<file path="config.mk">
export PLATFORM = sky130hd
export DESIGN_NAME = mesh_egress_port
export DESIGN_NICKNAME = d
export VERILOG_FILES = /design/src/rtl/mesh_pkg.sv /design/src/rtl/egress_fifo.sv /design/src/rtl/mesh_egress_port.sv
export SDC_FILE = /design/constraint.sdc
export NUM_CORES = 1
export LEC_CHECK = 0
export ABC_CLOCK_PERIOD_IN_PS = 3500
export BUFFER_PORTS_ARGS = -buffer_cell sky130_fd_sc_hd__buf_2
export CORE_UTILIZATION = 47
export DETAILED_ROUTE_END_ITERATION = 8
export GPL_ROUTABILITY_DRIVEN = 0
export PLACE_DENSITY = 0.68
export SYNTH_ARGS = -nofsm -noshare
export SYNTH_HDL_FRONTEND = slang
export SYNTH_HIERARCHICAL = 1
export SYNTH_SLANG_ARGS = --single-unit
</file>
<file path="constraint.sdc">
create_clock -name clk -period 3.5 [get_ports clk]
set_input_delay 0.175 -clock clk [delete_from_list [all_inputs] [get_ports clk]]
set_output_delay 0.175 -clock clk [all_outputs]
set_load 0.01 [all_outputs]
</file>
<file path="src/rtl/mesh_pkg.sv">
// Shared definitions for the mesh egress terminal: packet header layout,
// field offsets (measured from the packet MSB) and the egress FSM states.
package mesh_pkg;

  localparam int unsigned NXT_JMP_W = 8;
  localparam int unsigned ROW_W     = 4;
  localparam int unsigned COL_W     = 4;
  localparam int unsigned MODE_W    = 1;
  localparam int unsigned HDR_W     = NXT_JMP_W + ROW_W + COL_W + MODE_W;

  // Bit distance of each header field's MSB below the packet MSB.
  localparam int unsigned NXT_JMP_OFS = 0;
  localparam int unsigned DST_ROW_OFS = NXT_JMP_OFS + NXT_JMP_W;
  localparam int unsigned DST_COL_OFS = DST_ROW_OFS + ROW_W;
  localparam int unsigned MODE_OFS    = DST_COL_OFS + COL_W;

  // Header occupying the top HDR_W bits of every packet; payload follows.
  typedef struct packed {
    logic [NXT_JMP_W-1:0] nxt_jmp;
    logic [ROW_W-1:0]     dst_row;
    logic [COL_W-1:0]     dst_col;
    logic [MODE_W-1:0]    mode;
  } mesh_hdr_t;

  typedef enum logic [1:0] {
    ST_IDLE   = 2'd0,
    ST_ACTIVE = 2'd1,
    ST_DRAIN  = 2'd2
  } egress_state_t;

endpackage

</file>
<file path="src/rtl/egress_fifo.sv">
// Show-ahead receive FIFO for the egress terminal. Depth need not be a power
// of two; pointers wrap explicitly at fifo_depth.
// Ports: clk, reset (async, active-low), wr_en/wr_data (push), rd_en (pop head),
//        rd_valid (non-empty), rd_data (head entry, 0 when empty), count.
module egress_fifo #(
  parameter int unsigned pckg_sz    = 40,
  parameter int unsigned fifo_depth = 4
) (
  input  logic                              clk,
  input  logic                              reset,
  input  logic                              wr_en,
  input  logic [pckg_sz-1:0]                wr_data,
  input  logic                              rd_en,
  output logic                              rd_valid,
  output logic [pckg_sz-1:0]                rd_data,
  output logic [$clog2(fifo_depth+1)-1:0]   count
);

  localparam int unsigned CNT_W = $clog2(fifo_depth + 1);
  localparam int unsigned PTR_W = (fifo_depth > 1) ? $clog2(fifo_depth) : 1;

  logic [pckg_sz-1:0] mem [fifo_depth];
  logic [PTR_W-1:0]   wr_ptr;
  logic [PTR_W-1:0]   rd_ptr;

  function automatic logic [PTR_W-1:0] ptr_inc(input logic [PTR_W-1:0] p);
    return (p == PTR_W'(fifo_depth - 1)) ? '0 : p + PTR_W'(1);
  endfunction

  // Storage carries no reset; the output mux hides stale entries.
  always_ff @(posedge clk) begin
    if (wr_en) mem[wr_ptr] <= wr_data;
  end

  // Pointer and occupancy tracking.
  always_ff @(posedge clk or negedge reset) begin
    if (!reset) begin
      wr_ptr <= '0;
      rd_ptr <= '0;
      count  <= '0;
    end else begin
      if (wr_en) wr_ptr <= ptr_inc(wr_ptr);
      if (rd_en) rd_ptr <= ptr_inc(rd_ptr);
      case ({wr_en, rd_en})
        2'b10:   count <= count + CNT_W'(1);
        2'b01:   count <= count - CNT_W'(1);
        default: count <= count;
      endcase
    end
  end

  assign rd_valid = (count != '0);
  assign rd_data  = rd_valid ? mem[rd_ptr] : '0;

endmodule

</file>
<file path="src/rtl/mesh_egress_port.sv">
// Mesh egress terminal: pops packets from the mesh output port, keeps those
// addressed to this (ROW, COL) in a local FIFO for the host, drops the rest.
// Ports: clk, reset (async, active-low); mesh side pndng/data_out/pop/enable;
//        host side rx_valid/rx_data/rx_ready; stats pkt_cnt, misroute_cnt,
//        misroute (one-cycle pulse per dropped packet).
module mesh_egress_port
  import mesh_pkg::*;
#(
  parameter int unsigned     pckg_sz    = 40,
  parameter int unsigned     fifo_depth = 4,
  parameter logic [ROW_W-1:0] ROW       = '0,
  parameter logic [COL_W-1:0] COL       = '0
) (
  input  logic               clk,
  input  logic               reset,
  input  logic               pndng,
  input  logic [pckg_sz-1:0] data_out,
  output logic               pop,
  input  logic               enable,
  output logic               rx_valid,
  output logic [pckg_sz-1:0] rx_data,
  input  logic               rx_ready,
  output logic [15:0]        pkt_cnt,
  output logic [15:0]        misroute_cnt,
  output logic               misroute
);

  localparam int unsigned CNT_W = $clog2(fifo_depth + 1);

  egress_state_t    state;
  egress_state_t    state_nxt;
  logic [CNT_W-1:0] count;
  logic             fifo_full;
  logic             rd_en;
  logic             wr_en;
  logic             dst_match;

  assign dst_match = (data_out[pckg_sz-1-DST_ROW_OFS -: ROW_W] == ROW) &&
                     (data_out[pckg_sz-1-DST_COL_OFS -: COL_W] == COL);
  assign fifo_full = (count == CNT_W'(fifo_depth));
  assign rd_en     = rx_valid && rx_ready;
  assign wr_en     = pop && dst_match;

  // State register.
  always_ff @(posedge clk or negedge reset) begin
    if (!reset) state <= ST_IDLE;
    else        state <= state_nxt;
  end

  // Next state and mesh pop; a full FIFO may still pop when the host reads
  // on the same edge.
  always_comb begin
    state_nxt = state;
    pop       = 1'b0;
    case (state)
      ST_IDLE: begin
        if (enable) state_nxt = ST_ACTIVE;
      end
      ST_ACTIVE: begin
        pop = pndng && (!fifo_full || rd_en);
        if (!enable) state_nxt = ST_DRAIN;
      end
      ST_DRAIN: begin
        if (enable)         state_nxt = ST_ACTIVE;
        else if (!rx_valid) state_nxt = ST_IDLE;
      end
      default: state_nxt = ST_IDLE;
    endcase
    if (!reset) pop = 1'b0;
  end

  // Accepted count wraps; dropped count saturates.
  always_ff @(posedge clk or negedge reset) begin
    if (!reset) begin
      pkt_cnt      <= '0;
      misroute_cnt <= '0;
      misroute     <= 1'b0;
    end else begin
      misroute <= pop && !dst_match;
      if (wr_en) pkt_cnt <= pkt_cnt + 16'd1;
      if (pop && !dst_match && (misroute_cnt != 16'hFFFF))
        misroute_cnt <= misroute_cnt + 16'd1;
    end
  end

  egress_fifo #(
    .pckg_sz    (pckg_sz),
    .fifo_depth (fifo_depth)
  ) u_fifo (
    .clk      (clk),
    .reset    (reset),
    .wr_en    (wr_en),
    .wr_data  (data_out),
    .rd_en    (rd_en),
    .rd_valid (rx_valid),
    .rd_data  (rx_data),
    .count    (count)
  );

endmodule

</file>
==> results by group, run 1 <==
Placed design
  • I/O Buffers: between 100 and 150
  • HPWL after detailed placement: ~9900 um

Yosys
  • Post-Synth Simple-Gate Area: 0.0877
  • Cell Area, Synth: 0.00816 sq mm
  • #FFs+latches synth: about 200
  • Multiplexer share of the synthesized area: 0.120
  • Asr flop ratio synth: 0.208
  • Dominant synthesized flop cell: edfxtp_1
  • Post-synth EDFFs: 160
  • Synthesized instance count: about 450
  • Post-synthesis adder-cell area fraction: 0.0147
  • Seq/Total Area, Yosys: 0.717
  • Mean post-synth cell area: between 15 and 20 sq um
  • Largest family of logic cells by synthesized area: multiplexers
  • Synth Net Count: about 500
  • Compound-Gate Fraction of Synth Area: 0.00628
  • Synth Warn #: 6
  • Yosys cell types: 41
  • Synth Area in XOR/XNOR: 0.0333

Die
  • Core Region: approximately 0.017 sq mm
  • Die W: approximately 130 um
  • # IOs: 120
  • Die H: 134 um
  • Die area: roughly 0.018 sq mm
  • Cell Rows: between 40 and 50
  • Initial Utilization: 0.487

Route
  • First-pass iteration count of the detailed router: 4
  • Wl on met1: ~6600 um
  • DRT iter0 DRCs: a little under 200
  • WL/cell: between 15 and 20 um
  • DRC viols: 0
  • Routed wire length: approximately 16,000 um
  • Via count: 4,480
  • Top Layer Used: met4
  • Met2 Wirelength: roughly 7900 um
  • Final ANT Viol Nets: 0
  • Vias per cell: ~5.2
  • Met3 wire length: between 900 and 1000 um

Critical path
  • Most used cell, CP: inv_1
  • CP delay by family, top: simple AND/OR/NAND/NOR gates
  • Slowest stage delay, CP: just over 400 ps
  • Critical Path Fanout Max: 11
  • Reg2Reg Launch Point: u_fifo/count[1]$_DFFE_PN0P_
  • Buf/Inv on CP: 5
  • Critical Path RT: 3910 ps
  • Crit Path Category: register to register
  • Crit end category: register
  • Worst-path cell chain: nor3_2 > inv_1 > nand2_1 > a31o_4 > clkinv_4 > nand2_2 > inv_1 > inv_1 > ha_1 > inv_1 > fa_1 > xor2_1 > nor2_1 > xor2_1
  • Slowest CP cell: dfrtp_1
  • Arrival @ worst endpoint: roughly 3200 ps
  • CP startpoint kind: register
  • CP Launch Point: u_fifo/count[1]$_DFFE_PN0P_

STA
  • Skew final: 11.0 ps
  • RSZ-0062 raised after global routing: false
  • Post-layout min period: roughly 2800 ps
  • TNS Setup: 0 ps
  • Final Slew Violations: 0
  • Max frequency: between 300 and 400 MHz
  • Slew headroom: 0.309
  • # setup viols final: 0
  • Final Hold Fails: 0
  • Worst Tran Pin Value: between 1000 and 1500 ps
  • Fin crit share: 0.803

Min path
  • Hold Crit Class: input pin to register
  • Hold_sp: pndng

GRT
  • Gr ovfl total: 0
  • Vias in the first global route: 4,717
  • First-pass GRT wire length: roughly 25,000 um
  • Initial antenna violation count: 0
  • Largest net degree at the start of global routing: 43
  • GR Util All Layers: 0.184

Power
  • Pleak: just under 0.004 uW
  • Final Power: 6660 uW
  • Maximum VDD drop: 0.451 mV
  • Power Dens Cells: 655 mW/mm^2

Finish
  • Antenna cells: 0
  • FILL cells: about 1,200
  • Fin nets: slightly below 700
  • Share of layout cells above drive strength 1: 0.342
  • Area delta synth->final: 24.5%

CTS
  • CTS H-tree lvls: 1
  • Max Root-Sink Buffers: 3
  • CTS tree: built
  • Clk root buf: clkbuf_16
  • Post-CTS sizing: 0
  • CTS Hold Bufs: 42
  • Clock latency on the worst-skew pair: around 500 ps
  • # clock sinks: 202
  • Post-CTS setup buffer count: 0
  • Number of CTS-inserted buffers: 22
  • Clock slew seen by the registers of the worst setup and hold paths: roughly 60 ps

Flow run
  • Max-cap violations: 0

Outcome
  • Outcome: completed
## logic make-up after synthesis
kind of cell / count (synthesis)
AOI/OAI and AO/OA: 6
adders and majority gates: 9
and+or+nand+nor: 122
buffers and inverters: 30
xor gates and xnor gates: 31
muxes: 47
DFF: 202
## metal layers
layer	GRT usage	vias to the layer above
met5	0	-
met2	0.317	145
li1	-	2049
met4	0.0524	0
met3	0.0393	28
met1	0.235	2258
## where the power goes
| group | switching, uW | total, uW | internal (uW) |
|---|---|---|---|
| combinational | 720 | 1610 | 892 |
| clock | 871 | 2190 | 1310 |
| sequential | 208 | 2860 | 2650 |
## cell usage after synthesis (2+ instances only)
library cell | number | share of area
clkbuf_1 | 5 | 0.0023
nor3_1 | 8 | 0.0049
and2_1 | 7 | 0.0054
xnor2_1 | 17 | 0.018
o21ai_0 | 2 | 0.0012
buf_6 | 6 | 0.0083
nor2b_1 | 40 | 0.031
mux2_2 | 3 | 0.0041
buf_2 | 4 | 0.0025
nor2_1 | 15 | 0.0069
nor4_2 | 2 | 0.0031
nand4_1 | 6 | 0.0046
mux4_2 | 40 | 0.11
nand2_1 | 18 | 0.0083
xor2_1 | 14 | 0.015
ha_1 | 8 | 0.012
nand3_2 | 2 | 0.0025
and3_1 | 2 | 0.0015
mux2i_1 | 2 | 0.0025
dfrtp_1 | 42 | 0.13
edfxtp_1 | 160 | 0.59
nand3_1 | 12 | 0.0074
inv_1 | 14 | 0.0064
## flip-flops by register name, indices dropped and copies added, names as in the netlist
| signal | cells |
|---|---|
| state | 2 |
| u_fifo/count | 3 |
| pkt_cnt | 16 |
| u_fifo/rd_ptr | 2 |
| u_fifo/wr_ptr | 2 |
| u_fifo/mem | 160 |
| misroute_cnt | 16 |
| misroute | 1 |
## cell usage in the layout (no fill, tap or decap), types with 2 or more instances in the layout
cell type and instances:
dfrtp_2 2, xnor2_1 17, clkbuf_16 23, and2_2 5, nor4_2 2, clkbuf_1 6, dfrtp_1 40, nor2b_1 40
clkinv_2 2, xor2_1 14, nand3_1 12, clkbuf_8 2, nand4_1 6, mux2_2 3, and2_1 3, edfxtp_1 160
buf_12 4, clkinv_1 3, buf_4 4, nand2_1 18, ha_1 8, mux4_2 40, nor2_1 15, inv_1 14
dlygate4sd3_1 42, nor3_1 7, nand3_2 2, buf_2 119, clkinvlp_4 2, mux2i_1 2, and3_1 2, o21ai_0 2
nor3_2 2
## path summary, 6_finish.rpt
kind	depth (start not counted)	slack, ps	endpoint
worst max-delay path	14	690	u_fifo/count[2]$_DFFE_PN0P_
worst min-delay path	4	140	misroute$_DFF_PN0_
worst max register to register	14	690	u_fifo/count[2]$_DFFE_PN0P_
worst min register to register	1	470	pkt_cnt[15]$_DFFE_PN0P_
max in group asynchronous	3	2780	u_fifo/rd_ptr[0]$_DFFE_PN0P_
min in group asynchronous	3	340	u_fifo/wr_ptr[1]$_DFFE_PN0P_
## cell type report
type | count | area, sq um | area share
flip-flops and latches | 202 | 5860 | 0.576
well taps | 220 | 275 | 0.0271
clock inverters | 8 | 66.3 | 0.00653
inverters | 15 | 61.3 | 0.00603
clock buffers | 31 | 626 | 0.0616
multi-input cells | 215 | 2150 | 0.212
repair buffers | 169 | 1130 | 0.111
## tightest hold or removal path, delay by kind of cell
family,cells,cell delay (ps)
buf+inv,1,110
simple gates,2,150
compound gates,1,160
## per-stage QoR
| stage | hold WS (ps) | setup slack [ps] | instances | utilization | area [sq um] |
|---|---|---|---|---|---|
| finish | 140 | 688 | 860 | 0.606 | 10200 |
| global route | 152 | 412 | 860 | 0.606 | 10200 |
| CTS | 132 | 639 | 860 | 0.606 | 10200 |
| detailed placement | 345 | 686 | 779 | 0.540 | 9050 |
| global placement | 327 | 942 | 779 | 0.540 | 9050 |
| floorplan | -121 | 537 | 447 | - | 8160 |
Note: power is estimated with default switching activity, not from simulation.
==> run 2: changes to the inputs <==
Settings changed: ABC_CLOCK_PERIOD_IN_PS 3500 to 2900.
Clock period 3.5 ns to 2.9 ns, I/O delays scaled along.
==> results by group, run 2 (synthesis results as in run 1) <==
Outcome
  • Outcome: completed

Finish
  • Number of flip-flops in the largest register: 160 (unchanged)
  • Area delta synth->final: 25.1%
  • FILL cells: 1,260 (+2.1%)
  • Most flops, register: u_fifo/mem
  • Most common cell after layout, fill and taps aside: edfxtp_1
  • Top flop regs: u_fifo/mem (160), misroute_cnt (16), pkt_cnt (16)
  • Most frequent cells in the layout: edfxtp_1, buf_2, dlygate4sd3_1
  • Antenna cells: 0 (unchanged)
  • Non-Filler Cell Area, Final: 0.0102 sq mm (+0.48%)
  • Share of layout cells above drive strength 1: 0.348 (+0.00611)
  • Fin nets: 684 (+0.74%)

Route
  • First-pass iteration count of the detailed router: 4 (unchanged)
  • Via count: 4,456 (-0.54%)
  • Vias per cell: 5.15 (-1.2%)
  • DRC viols: 0 (unchanged)
  • Final ANT Viol Nets: 0 (unchanged)
  • DRT iter0 DRCs: 250 (+27%)
  • Routed wire length: 15,600 um (-1.1%)
  • WL/cell: 18.0 um (-1.7%)

Die
  • Die W: 134 um (unchanged)
  • Initial Utilization: 0.487 (unchanged)
  • Cell Rows: 47 (unchanged)
  • Die H: 134 um (unchanged)
  • Die area: 0.0179 sq mm (unchanged)
  • Core Region: 0.0168 sq mm (unchanged)
  • # IOs: 120 (unchanged)

CTS
  • CTS Hold Bufs: 42 (unchanged)
  • CTS H-tree lvls: 1 (unchanged)
  • Clk root buf: clkbuf_16
  • Number of CTS-inserted buffers: 22 (unchanged)
  • Post-CTS setup buffer count: 0 (unchanged)
  • Max Root-Sink Buffers: 3 (unchanged)
  • CTS tree: built
  • Post-CTS sizing: 0 (unchanged)
  • Clock latency on the worst-skew pair: 490 ps (about the same)
  • Clock slew seen by the registers of the worst setup and hold paths: 60 ps (about the same)
  • # clock sinks: 202 (unchanged)

Critical path
  • CP endpoint: u_fifo/count[2]$_DFFE_PN0P_
  • Crit end category: register
  • CP startpoint kind: register
  • CP Launch Point: u_fifo/count[1]$_DFFE_PN0P_
  • Arrival @ worst endpoint: 3020 ps (-200 ps)
  • Worst-case reg-to-reg path depth: 14 (unchanged)
  • Critical Path RT: 3310 ps (-600 ps)
  • Reg2reg end: u_fifo/count[2]$_DFFE_PN0P_
  • Reg2reg setup slack: 290 ps (-400 ps)
  • Crit Path Category: register to register
  • Reg2Reg Launch Point: u_fifo/count[1]$_DFFE_PN0P_
  • Critical Path Fanout Max: 8 (-3)

Power
  • Final Power: 8090 uW (+21%)
  • Logic pwr share: 0.252 (+0.010)
  • Clock share of power: 0.330 (+0.002)
  • Power Dens Cells: 792 mW/mm^2 (+21%)
  • Pleak: 0.00396 uW (+1.0%)
  • Sw frac: 0.267 (-0.00383)
  • Maximum VDD drop: 0.374 mV (-17%)
  • Switching power of the nets: 2160 uW (+20%)
  • Internal: 5930 uW (+22%)
  • Sequential power share: 0.418 (-0.011)

GRT
  • Gr ovfl total: 0 (unchanged)
  • Vias in the first global route: 4,768 (+1.1%)
  • Initial antenna violation count: 0 (unchanged)
  • GR Util All Layers: 0.183 (-0.000699)
  • Largest net degree at the start of global routing: 43 (unchanged)
  • First-pass GRT wire length: 25,200 um (about the same)

Min path
  • Hold Crit Class: input pin to register
  • Hold path cells: 4 (unchanged)

STA
  • Worst Tran Pin Value: 546 ps (-491 ps)
  • Skew final: 6.30 ps (-4.74 ps)
  • TNS Setup: 0 ps (unchanged)
  • Slew headroom: 0.633 (+0.325)
  • Max frequency: 383 MHz (+7.8%)
  • # setup viols final: 0 (unchanged)
  • Fin crit share: 0.899 (+0.0960)
  • Post-layout min period: 2610 ps (-204 ps)
  • Final Hold Fails: 0 (unchanged)
  • Hold WS: 116 ps (-24.8 ps)
  • RSZ-0062 raised after global routing: false
  • Final Slew Violations: 0 (unchanged)

Placed design
  • I/O Buffers: 119 (unchanged)
  • HPWL after detailed placement: 10,000 um (+1.8%)
  • Placement Cell Area: 0.00909 sq mm (+0.41%)

Flow run
  • Max-cap violations: 0 (unchanged)
run 2: cell types whose count changed in the layout (fill, tap and decap cells not counted), sizes merged:
cell / delta
buf: +5
bufinv: +1
clkbuf: +1
clkinv: +1
clkinvlp: -2
run 2: how the worst min path moves through the flow:
stage | startpoint | end | slack (ps)
after floorplan | reset | misroute$_DFF_PN0_ | -150
after global placement | reset | pkt_cnt[11]$_DFFE_PN0P_ | 310
after detailed placement | enable | state[1]$_DFFE_PN0P_ | 320
after CTS | pndng | misroute$_DFF_PN0_ | 110
after global routing | pndng | misroute$_DFF_PN0_ | 130
final | pndng | misroute$_DFF_PN0_ | 120
run 2: cell type report:
type                            count  area [sq um]  area share
Sequential cell                   202          5860       0.574
Multi-Input combinational cell    215          2150       0.211
Timing Repair Buffer              174          1160       0.114
Clock buffer                       32           609      0.0597
Tap cell                          220           275      0.0270
Clock inverter                      8          93.8     0.00919
Inverter                           15          61.3     0.00600
run 2: per-stage QoR:
step                setup slack, ps  utilization  instances
floorplan                      37.9            -        447
global placement                469        0.542        784
detailed placement              286        0.542        784
CTS                             270        0.609        866
global route                    115        0.609        866
finish                          292        0.609        866
run 2: power groups by stage:
stage | Sequential (uW) | Combinational [uW] | Clock [uW]
final | 3380 | 2040 | 2670
after global routing | 3400 | 2220 | 2850
after CTS | 3380 | 2090 | 2740
after detailed placement | 3440 | 2040 | 0
after global placement | 3430 | 2000 | 0
after floorplan | 3330 | 1470 | 0
run 2: routing by layer:
metal | vias to the layer above | track usage | share of wire
met4 | 0 | 0.0543 | 0.017
met5 | - | 0 | 0
met1 | 2240 | 0.227 | 0.41
met3 | 23 | 0.0382 | 0.058
met2 | 131 | 0.323 | 0.52
li1 | 2062 | - | -
run 2: worst max-delay path, cell delays in order (launching register included):
cell and delay [ps]:
dfrtp_1 410, nor3_2 230, inv_1 100, nand2_1 120, a31o_4 230, clkinv_4 90, nand2_2 140, inv_1 70
inv_1 70, ha_1 180, inv_1 70, fa_1 390, xor2_1 150, nor2_1 120, xor2_1 160
